### config.mk
export PLATFORM = sky130hd
export DESIGN_NAME = gshare_branch_predictor
export DESIGN_NICKNAME = d
export VERILOG_FILES = /design/src/rtl/gshare_branch_predictor.sv
export SDC_FILE = /design/constraint.sdc
export NUM_CORES = 1
export LEC_CHECK = 0
export ABC_AREA = 1
export CORE_AREA = 2 2 203 205
export DETAILED_ROUTE_END_ITERATION = 7
export DIE_AREA = 0 0 205 207
export MAX_ROUTING_LAYER = met4
export PLACE_DENSITY = 0.67
export SETUP_SLACK_MARGIN = 0.05
export SLEW_MARGIN = 15
export SYNTH_ARGS = -nofsm -noshare
export SYNTH_HDL_FRONTEND = slang
export SYNTH_SLANG_ARGS = --single-unit
### constraint.sdc
create_clock -name clk -period 2.95 [get_ports clk]
set_input_delay 0.4425 -clock clk [delete_from_list [all_inputs] [get_ports clk]]
set_output_delay 0.4425 -clock clk [all_outputs]
set_load 0.01 [all_outputs]
### src/rtl/gshare_branch_predictor.sv
// Gshare branch direction predictor: PC xor global history indexes a table of 2-bit counters.
// Define GSHARE_STATS_EN to add prediction/mispredict statistics counters.
module gshare_branch_predictor #(
  parameter int         HIST_WIDTH = 7,
  parameter logic [1:0] CNT_INIT   = 2'b01
) (
  input  logic                  clk,
  input  logic                  rst,
  input  logic                  predict_valid,
  input  logic [HIST_WIDTH-1:0] predict_pc,
  output logic                  predict_taken,
  output logic [HIST_WIDTH-1:0] predict_history,
  input  logic                  train_valid,
  input  logic                  train_taken,
  input  logic                  train_mispredicted,
  input  logic [HIST_WIDTH-1:0] train_history,
  input  logic [HIST_WIDTH-1:0] train_pc
`ifdef GSHARE_STATS_EN
  ,
  output logic [15:0]           stat_predictions,
  output logic [15:0]           stat_mispredicts
`endif
);

  localparam int PHT_DEPTH = 1 << HIST_WIDTH;

  logic [HIST_WIDTH-1:0] ghr;
  logic [HIST_WIDTH-1:0] ghr_next;
  logic [1:0]            pht [PHT_DEPTH];

  logic [HIST_WIDTH-1:0] pidx;
  logic [HIST_WIDTH-1:0] tidx;
  logic [1:0]            cnt_cur;
  logic [1:0]            cnt_next;
  logic                  repair;

  assign pidx    = predict_pc ^ ghr;
  assign tidx    = train_pc ^ train_history;
  assign repair  = train_valid && train_mispredicted;

  // The read happens before the edge, so a same-index train is not visible here.
  assign predict_taken   = pht[pidx][1];
  assign predict_history = ghr;
  assign cnt_cur         = pht[tidx];

  always_comb begin
    // NOTE: every always_comb output gets a default first so no path can infer a latch.
    cnt_next = cnt_cur;
    if (train_taken) begin
      if (cnt_cur != 2'b11) cnt_next = cnt_cur + 2'b01;
    end else begin
      if (cnt_cur != 2'b00) cnt_next = cnt_cur - 2'b01;
    end
  end

  // A mispredict repair rebuilds history from the returned snapshot and drops any speculative shift.
  always_comb begin
    ghr_next = ghr;
    if (repair) begin
      ghr_next = {train_history[HIST_WIDTH-2:0], train_taken};
    end else if (predict_valid) begin
      ghr_next = {ghr[HIST_WIDTH-2:0], predict_taken};
    end
  end

  // NOTE: sequential state uses non-blocking assignments so every register samples pre-edge values.
  always_ff @(posedge clk) begin
    if (rst) begin
      ghr <= '0;
      // NOTE: the table is a flop array, not RAM, precisely so it can be cleared in one reset cycle.
      for (int i = 0; i < PHT_DEPTH; i++) begin
        pht[i] <= CNT_INIT;
      end
    end else begin
      ghr <= ghr_next;
      if (train_valid) begin
        pht[tidx] <= cnt_next;
      end
    end
  end

`ifdef GSHARE_STATS_EN
  always_ff @(posedge clk) begin
    if (rst) begin
      stat_predictions <= '0;
      stat_mispredicts <= '0;
    end else begin
      if (predict_valid) stat_predictions <= stat_predictions + 16'd1;
      if (repair)        stat_mispredicts <= stat_mispredicts + 16'd1;
    end
  end
`endif

endmodule

Yosys cells after proc, flatten, opt, wreduce, memory -nomap -nowiden. Memories as Yosys holds them, arrays and structs flattened. Index checks and enable logic that the tools add are counted.

Register bits after elaboration: 7. Bits in writable memories: 256. Input port bits: 27. Output and inout bits: 8. Word-level logic and storage cells: 24. Memories kept: 1.

Add/sub/neg operators: 2. Equal/unequal tests: 1. Muxes and demuxes: 13. Bitwise operators: 2. Reductions and logical operators: 4.

Memory list: pht (depth 128, width 2, read ports 2, clocked after memory_dff 0, write ports 128, RTL line 29) `logic [1:0] pht [PHT_DEPTH];`.

Operators by type and width (number): two-way mux 7 bit (3); bitwise XOR 7 bit (2); two-way mux 2 bit (4); two-way mux 1 bit (6); nonzero test 2 bit (2); adder 2 x 1 -> 2 bit (second input constant) (1); inequality test 2 bit (second input constant) (1); OR reduction 2 bit (1); subtractor 2 x 1 -> 2 bit (second input constant) (1); logical AND 1 bit (1).

Longest topological paths before layout. Gate-level depths: netlist of the first run. An unclocked memory read counts as a cell.

Word-level depth: 6. Mapped depth: 20. Mapped depth without buffers: 16.

Least setup slack after synthesis of the first run. No wires, ideal clock.

Path kind: input to register. Start point: in train_history[0]. End point: mem pht[68][1] (data pin). Data arrival time: 2.123 ns. Data required time: 2.698 ns. Path slack: 0.575 ns. Stages: 18. Path buffers: 4. Cells stage by stage: inv_1 -> nand2_1 -> nand2_1 -> buf_2 -> buf_2 -> nand2_1 -> o211ai_1 -> nand3_1 -> nand3_1 -> nand2_1 -> a21oi_1 -> nand2_1 -> nor2_1 -> nand2_1 -> nand2_1 -> buf_6 -> buf_4 -> nor2_1.

RTL lines: from (decl) (RTL line 16) `input logic [HIST_WIDTH-1:0] train_history,`; to (decl) (RTL line 29).

Worst setup path in the final report of the first run.
Start point: reg ghr[0] (netlist: predict_history[0]). End point: out predict_taken.

Cells in the longest elaborated chain, start to end: 2.

RTL lines: from (decl) (RTL line 27) `logic [HIST_WIDTH-1:0] ghr;`; from (signal assigned) (RTL line 75) `ghr <= ghr_next;`; bitwise XOR 7 bit (RTL line 37) `assign pidx = predict_pc ^ ghr;`; memory read (128 x 2 bit); to (decl) (RTL line 11) `output logic predict_taken,`.

No other way between the ends.

==> flow_summary.ini, run 1 <==
[run_status]
status = finished clean

[logic_synthesis]
yosysTopAreaCell = edfxtp_1
yosysWarnings = 0
synth_fp_nets = 2132
synth_cell_types = 25
ys_seq_elements = 263
syn_inst = 2105
avgSynthCellArea_um2 = 7.53
synthesis.area_um2 = 15800
ys_top_cells_by_area = edfxtp_1 (49%), nand3_1 (13%), nand2_1 (11%)
synth_top_area_share_pct = 48.5
ys_seq_area_share_pct = 49.4

[clocking]
numCtsBuffers = 28
cts_tree = done
worstSkewPairLatency_ns = 0.58
cts_sinks = 263
htreeDepth = 1
clk_path_buf_depth = 3
cts-root-buf = clkbuf_16
clk_pin_slew_ns = 0.06

[critical_path]
worstPathMaxFanout = 6
cp_cell_sequence = inv_2, nand2_2, nand2_4, buf_12, buf_12, buf_16, nand2_2, o211ai_1, nand3_1, nand3_1, nand3_2, nand3_2, nand3_2, and2_4, buf_6
critical_path.startpoint = predict_history[0]
rr_endpoint = pht[7][1]
rr_startpoint = pht[108][1]
crit_top_cell = nand3_2
path_class = reg -> out
path_buf_inv = 5
r2r_cells = 15
cp.arrival_ns = 2.46
r2r_slack_ns = 0.52
cp_top_family = simple AND/OR/NAND/NOR gates
cp_slowest_cell = dfxtp_2
worstSetupStartpointType = flip-flop
cp-end-kind = output port
worstPathRequired_ns = 2.51
cpPeakStageDelay_ns = 0.33

[floorplanning]
start_util_pct = 39.3
rows = 74
fp.dieH_um = 207
dieArea_um2 = 42400
core_um2 = 40400
ioPinCount = 35
die_w_um = 205

[sta]
rsz0062_at_grt = true
min_period_ns = 2.91
hold_ws_ns = 0.456
setup_violations = 0
fin_worst_skew_ns = 0.0161
worst_slew_pin_slew_ns = 0.734
drv_slew = 0
slew_headroom_pct = 51.0
min_period_over_period_pct = 98.5
max_freq_mhz = 344
hold_viol_final = 0

[power_and_ir_drop]
comb_power_share_pct = 30.5
internal_power_mw = 7.32
power.net_switching_mw = 3.64
switching_share_pct = 33.2
clockPowerShare_pct = 31.2
ir_drop_mv = 0.407
leakage_nw = 8.15
p_seq_share_pct = 38.3
power.density_nw_per_um2 = 551

[layout]
area.sequential_um2 = 7830
post_route_cells_drive_above_1_share_pct = 13.2
multi_input_area_um2 = 6230
fin_nets = 2252
diodes = 0
final_common_cell = nand2_1
final_core_util_pct = 49.2
syn2layout_area_growth_pct = 25.4
final_cell_mix = nand2_1 (466), inv_1 (395), nand3_1 (385)
final.fill_count = 3773

[job]
cap_violations = 0

[drt]
drt_pass1_iterations = 6
routedWlPerCell_um = 20.0
avgViaCountPerCell = 5.54
routed_wl_mm = 55.6
postRouteAntennaNets = 0
drc = 0
drt-initial-drc-count = 2022
vias = 15400

[placement]
gp_congestion = 0.945
dp_hpwl_mm = 33.6
portBuffers = 34

[hold_path]
hp-start = train_history[1]
min_to = predict_history[2]
hp-class = in -> reg
hold-path-cell-count = 6

[global_routing]
gr-total-overflow = 0
grt_use_total_pct = 24.6
antenna_found_initial = 0
grt_pass1_vias = 14500
grt_max_degree = 134
grt_pass1_wl_mm = 78.9
worst max path at each step:
stage	end	slack (ns)	cells after the start
2_1_floorplan	pht[68][1]	0.58	18
3_3_place_gp	pht[124][1]	-0.45	17
3_5_place_dp	pht[96][0]	-0.51	18
4_1_cts	predict_taken	0.05	14
5_1_grt	predict_taken	-0.03	15
6_report	predict_taken	0.04	15
per-stage QoR:
step	setup WS [ns]	TNS, ns	cells	total power, mW	area [um2]
finish	0.0433	0	2779	11.0	19900
floorplan	0.575	0	2105	5.72	15800
detailed placement	-0.505	-114.15	2683	6.81	17900
global route	-0.0311	-0.0311	2779	11.2	19900
global placement	-0.447	-107.13	2683	6.79	17900
CTS	0.0533	0	2746	10.3	19100
cell families after synthesis:
family	Yosys count	share of synthesized area [%]
AND/OR/NAND/NOR	1206	32.0
buffers and inverters	534	13.8
flip-flops	263	49.4
AO/OA/AOI/OAI	89	4.04
XOR/XNOR	13	0.766
state kept, by name, summed over array words and instances, names as in the netlist:
register / flops
pht: 256
predict_history: 7
power by group through the flow:
stage                     registers [mW]  logic [mW]  clock network [mW]
after floorplan                     4.27        1.45                   0
after global placement              4.27        2.52                   0
after detailed placement            4.28        2.53                   0
after CTS                           4.20        2.67                3.41
after global routing                4.20        3.47                3.56
final                               4.20        3.35                3.41
tightest hold or removal path, delay by kind of cell:
kind | cells | cell delay [ns]
AND/OR/NAND/NOR | 1 | 0.06
AO/OA/AOI/OAI | 2 | 0.14
buffers and inverters | 3 | 0.34
cell usage after synthesis:
cell type	n
a21oi_1	2
a31oi_1	1
and2_1	1
buf_1	7
buf_2	57
buf_4	5
buf_6	12
clkbuf_1	54
dfxtp_1	7
edfxtp_1	256
inv_1	397
inv_2	2
nand2_1	481
nand3_1	417
nor2_1	293
nor2_2	1
nor3_1	11
o211ai_1	76
o21ai_0	7
o21ai_1	1
o22ai_1	2
or2_1	2
xnor2_1	10
xnor2_2	1
xor2_1	2
cell type report:
class	instances	share of cell area (%)
well taps	532	3.35
inverters	399	7.55
clock buffers	33	3.73
repair buffers	223	14.0
multi-input cells	1310	31.3
flip-flops and latches	263	39.4
clock inverters	19	0.604
per-layer routing:
metal  track usage (%)  part of all wire, %
met1              31.2                   37
met2              37.7                   45
met3              4.03                   11
met4              13.2                  6.5
met5                 -                    0
timing repair:
item,CTS,global route
hold endpoints to repair,0,0
endpoints found under the setup margin,1,257
pin swaps,15,37
gates cloned,4,23
hold buffers,0,0
gates resized for setup,37,53
setup buffers,7,11
No activity file was read; power rests on OpenSTA's default activity.
==> inputs of run 2 (changes only) <==
Settings changed: ABC_CLOCK_PERIOD_IN_PS set to 2950, CTS_CLUSTER_DIAMETER set to 40.
==> run 2 against run 1 <==
Effect of this change: worst hold slack gained 0.10 ns; final cell count grew 0.58%; register-to-register slack gained 0.05 ns; count of clock-buffer cells in the layout grew 11; sequential power is essentially flat; sequential share of layout area shrank 0.92 points; setup slack gained 0.024 ns; clock power grew 40%; design area grew 2.4%; first-iteration DRC count grew 15%.
==> flow_summary.ini, run 2 (synthesized netlist as in run 1, its figures left out) <==
[clocking]
worstSkewPairLatency_ns = 0.54
cts_tree = done
cts-root-buf = clkbuf_16
numCtsBuffers = 38
clk_pin_slew_ns = 0.05
clk_path_buf_depth = 3
cts_sinks = 263
htreeDepth = 2

[critical_path]
path_class = reg -> out
worstPathMaxFanout = 10
critical_path.startpoint = predict_history[0]
rr_startpoint = pht[108][1]
cp.arrival_ns = 2.44
worstPathRequired_ns = 2.51
worstSetupStartpointType = flip-flop
cp-end-kind = output port

[layout]
final_common_cell = nand2_1
fin_area_um2 = 20400
top_register = pht
syn2layout_area_growth_pct = 28.5
fin_nets = 2263
post_route_cells_drive_above_1_share_pct = 13.7
largest_register_ffs = 256
layout.cells.non_filler = 2795
diodes = 0
final_core_util_pct = 50.4
final_cell_mix = nand2_1 (468), inv_1 (395), nand3_1 (389)

[sta]
hold_viol_final = 0
setup_violations = 0
max_freq_mhz = 347
hold_ws_ns = 0.559
worst_slew_pin_slew_ns = 0.737
setup_ws_ns = 0.0673
drv_slew = 0
setup_tns_ns = 0
min_period_over_period_pct = 97.7
slew_headroom_pct = 50.9
fin_worst_skew_ns = 0.0156
rsz0062_at_grt = true
min_period_ns = 2.88

[drt]
routedWlPerCell_um = 20.1
top_layer_used = met4
drt-initial-drc-count = 2323
dr_wl_met2_mm = 25.2
avgViaCountPerCell = 5.53
drc = 0
wl_met1_mm = 20.8
vias = 15400
dr_wl_met3_mm = 6.87
postRouteAntennaNets = 0
routed_wl_mm = 56.2
drt_pass1_iterations = 8

[placement]
pre_cts_slack_ns = -0.505
dp_hpwl_mm = 33.6
gp_congestion = 0.945
placed_area_um2 = 17900
dp.cells = 2683
portBuffers = 34

[floorplanning]
fp.dieH_um = 207
rows = 74
core_um2 = 40400
dieArea_um2 = 42400
ioPinCount = 35
start_util_pct = 39.3
die_w_um = 205

[hold_path]
hp-start = train_history[1]
hp-class = in -> reg

[power_and_ir_drop]
power.density_nw_per_um2 = 607
ir_drop_mv = 0.476
total_power_mw = 12.4
leakage_nw = 8.37

[job]
cap_violations = 0

[run_status]
status = finished clean

[global_routing]
grt_pass1_vias = 14500
grt_max_degree = 134
grt_pass1_wl_mm = 79.2
antenna_found_initial = 0
gr-total-overflow = 0
grt_use_total_pct = 24.8
run 2: cell count changes in the layout (fill, tap and decap cells not counted), sizes merged, moves of 4 or more:
| cell | delta |
|---|---|
| clkbuf | +13 |
| clkinv | -7 |
| bufinv | +6 |
| inv | +4 |
run 2: final timing paths:
path,cells after the start,endpoint,slack [ns]
min,6,predict_history[2],0.56
min reg2reg,2,predict_history[5],0.59
max reg2reg,15,pht[5][1],0.57
max,13,predict_taken,0.07
run 2: critical path, cell delays in order, from the launching register on:
cell and delay, ns:
dfxtp_4 0.38, inv_4 0.06, nand2_4 0.06, nand2_4 0.07
buf_12 0.16, clkbuf_16 0.18, o211ai_1 0.17, nand3_1 0.10
nand3_1 0.12, nand3_2 0.12, nand3_2 0.12, nand3_2 0.07
and2_4 0.17, buf_6 0.11
run 2: area by class of cell:
| class | count | area [um2] |
|---|---|---|
| clock inverters | 23 | 315 |
| fillers | 3690 | 20000 |
| repair buffers | 224 | 2820 |
| multi-input cells | 1310 | 6230 |
| flip-flops and latches | 263 | 7830 |
| inverters | 399 | 1510 |
| well taps | 532 | 666 |
| clock buffers | 44 | 995 |
run 2: routing by layer:
metal  global-route usage, %  vias up
met3                    4.58      248
met2                    38.3     1040
met5                       -        -
li1                        -     6985
met1                    31.4     7171
met4                    12.3        0
run 2: repair_timing:
item / 4_1_cts / 5_1_grt
cloned: 3 / 23
setup buffers: 3 / 18
hold buffers: 0 / 0
endpoints found under the setup margin: 19 / 257
resized for setup: 27 / 72
endpoints found under the hold margin: 0 / 0
pin swaps: 7 / 38
run 2: power by group:
group / internal [mW] / total, mW / switching, mW / leakage [nW]
clock: 3.04 / 4.79 / 1.75 / 0.627
sequential: 4.17 / 4.20 / 0.0345 / 2.41
combinational: 1.29 / 3.37 / 2.07 / 5.34
==> RTL edit: new RTL, config.mk and constraints of run 1 <==
Add an input register stage for `predict_pc`, `train_valid`, `train_taken`, `train_mispredicted`, `train_history` and `train_pc`, cleared by the reset; this delays them by one clock. The other inputs are not delayed to match.
--- a/src/rtl/gshare_branch_predictor.sv
+++ b/src/rtl/gshare_branch_predictor.sv
@@ -24,6 +24,31 @@
 
   localparam int PHT_DEPTH = 1 << HIST_WIDTH;
 
+  logic [HIST_WIDTH-1:0] predict_pc_q;
+  logic train_valid_q;
+  logic train_taken_q;
+  logic train_mispredicted_q;
+  logic [HIST_WIDTH-1:0] train_history_q;
+  logic [HIST_WIDTH-1:0] train_pc_q;
+
+  always_ff @(posedge clk) begin
+    if (rst) begin
+      predict_pc_q         <= '0;
+      train_valid_q        <= '0;
+      train_taken_q        <= '0;
+      train_mispredicted_q <= '0;
+      train_history_q      <= '0;
+      train_pc_q           <= '0;
+    end else begin
+      predict_pc_q         <= predict_pc;
+      train_valid_q        <= train_valid;
+      train_taken_q        <= train_taken;
+      train_mispredicted_q <= train_mispredicted;
+      train_history_q      <= train_history;
+      train_pc_q           <= train_pc;
+    end
+  end
+
   logic [HIST_WIDTH-1:0] ghr;
   logic [HIST_WIDTH-1:0] ghr_next;
   logic [1:0]            pht [PHT_DEPTH];
@@ -34,9 +59,9 @@
   logic [1:0]            cnt_next;
   logic                  repair;
 
-  assign pidx    = predict_pc ^ ghr;
-  assign tidx    = train_pc ^ train_history;
-  assign repair  = train_valid && train_mispredicted;
+  assign pidx    = predict_pc_q ^ ghr;
+  assign tidx    = train_pc_q ^ train_history_q;
+  assign repair  = train_valid_q && train_mispredicted_q;
 
   // The read happens before the edge, so a same-index train is not visible here.
   assign predict_taken   = pht[pidx][1];
@@ -46,7 +71,7 @@
   always_comb begin
     // NOTE: every always_comb output gets a default first so no path can infer a latch.
     cnt_next = cnt_cur;
-    if (train_taken) begin
+    if (train_taken_q) begin
       if (cnt_cur != 2'b11) cnt_next = cnt_cur + 2'b01;
     end else begin
       if (cnt_cur != 2'b00) cnt_next = cnt_cur - 2'b01;
@@ -57,7 +82,7 @@
   always_comb begin
     ghr_next = ghr;
     if (repair) begin
-      ghr_next = {train_history[HIST_WIDTH-2:0], train_taken};
+      ghr_next = {train_history_q[HIST_WIDTH-2:0], train_taken_q};
     end else if (predict_valid) begin
       ghr_next = {ghr[HIST_WIDTH-2:0], predict_taken};
     end
@@ -73,7 +98,7 @@
       end
     end else begin
       ghr <= ghr_next;
-      if (train_valid) begin
+      if (train_valid_q) begin
         pht[tidx] <= cnt_next;
       end
     end
Check against the original RTL: not settled (the Yosys comparison gave no result); the edit may change what the design does.
==> RTL edit against run 1 <==
Via count fell by 1.6%. Critical path type is now reg -> reg. Fmax fell by 1.3%. Global-route usage barely moved. Combinational power down 16%. Cell count is 1.6% lower. Wire length shrank 3.3%. Sequential cell count rose by 24. Clock power rose by 15%. Register-to-register slack got worse by 520 ps. Area after synthesis grew 4.2%. Design area down 0.67%. Setup slack lost 39 ps. Total power rose by 3.1%.
==> RTL edit: results (changes against run 1) <==
metric;value;unit;change
outcome;finished clean;;
met3 WL;6.20;mm;-2.7%
Crit-path slowest cell;dfxtp_4;;
Clk pwr share;34.8;%;+3.6 points
Setup CP Type;reg -> reg;;
sequential fraction of design power;40.4;%;+2.1 points
CTS Buf Count;30;;+7.1%
reg2reg start;train_history_q[0];;
Unique masters post-synth;27;;+8.0%
final wirelength;53.8;mm;-3.3%
top post-synthesis cells by count;nand2_1 (452), inv_1 (416), nand3_1 (399);;
CP Max Fanout;24;;+18
worst hold endpoint;train_pc_q[6];;
hold slack;381;ps;-75.2 ps
CP arrival;3280;ps;+820 ps
vias per inst;5.54;;about the same
WL met1;20.1;mm;-2.8%
wire per inst;19.7;µm;-1.8%
GP Congestion;0.891;;-5.7%
hold depth;3;;-3
Overall Global Routing Usage;24.6;%;about the same
clk pwr;0.00393;W;+15%
sequential area share after synthesis;50.3;%;+0.94 points
share of layout cells above drive strength 1;9.49;%;-3.7 points
slew margin rel.;50.5;%;-0.58 points
R2R setup slack;4;ps;-520 ps
VDD IR max;432;µV;+6.2%
vias in the first global route;14600;;+1.1%
hold path startpoint;train_pc[6];;
static leakage;7.88;nW;-3.4%
Worst path max stage delay;370;ps;+40 ps
fmax;339;MHz;-1.3%
Syn Area/Cell;7.66;µm²;+1.8%
Int Pwr;0.00779;W;+6.3%
syn_nets;2181;;+2.3%
RR Endpoint;pht[25][1];;
[RTL edit: routing by layer]
layer  track usage (%)  up-vias
li1                  -     6927
met1              30.8     7049
met2              38.1      965
met3              4.66      211
met4              12.1        0
met5                 -        -
[RTL edit: cell type report]
class | instances | area [µm²]
clock buffer | 35 | 791
clock inverter | 21 | 211
fill | 3739 | 20600
inverter | 420 | 1590
multi-input combinational | 1313 | 6300
sequential | 287 | 8330
tap | 532 | 666
timing repair buffer | 127 | 1850
[RTL edit: cell families after synthesis]
family	synth area share, %
flops	50.3
xor+xnor	0.781
compound gates	4.83
buf+inv	13.8
simple gates	30.2
[RTL edit: repair_timing]
item                       CTS  global route
pin swaps                   22            37
resized for setup           39            60
buffers inserted             7             9
gates cloned                 6            16
setup endpoints to repair    1           259
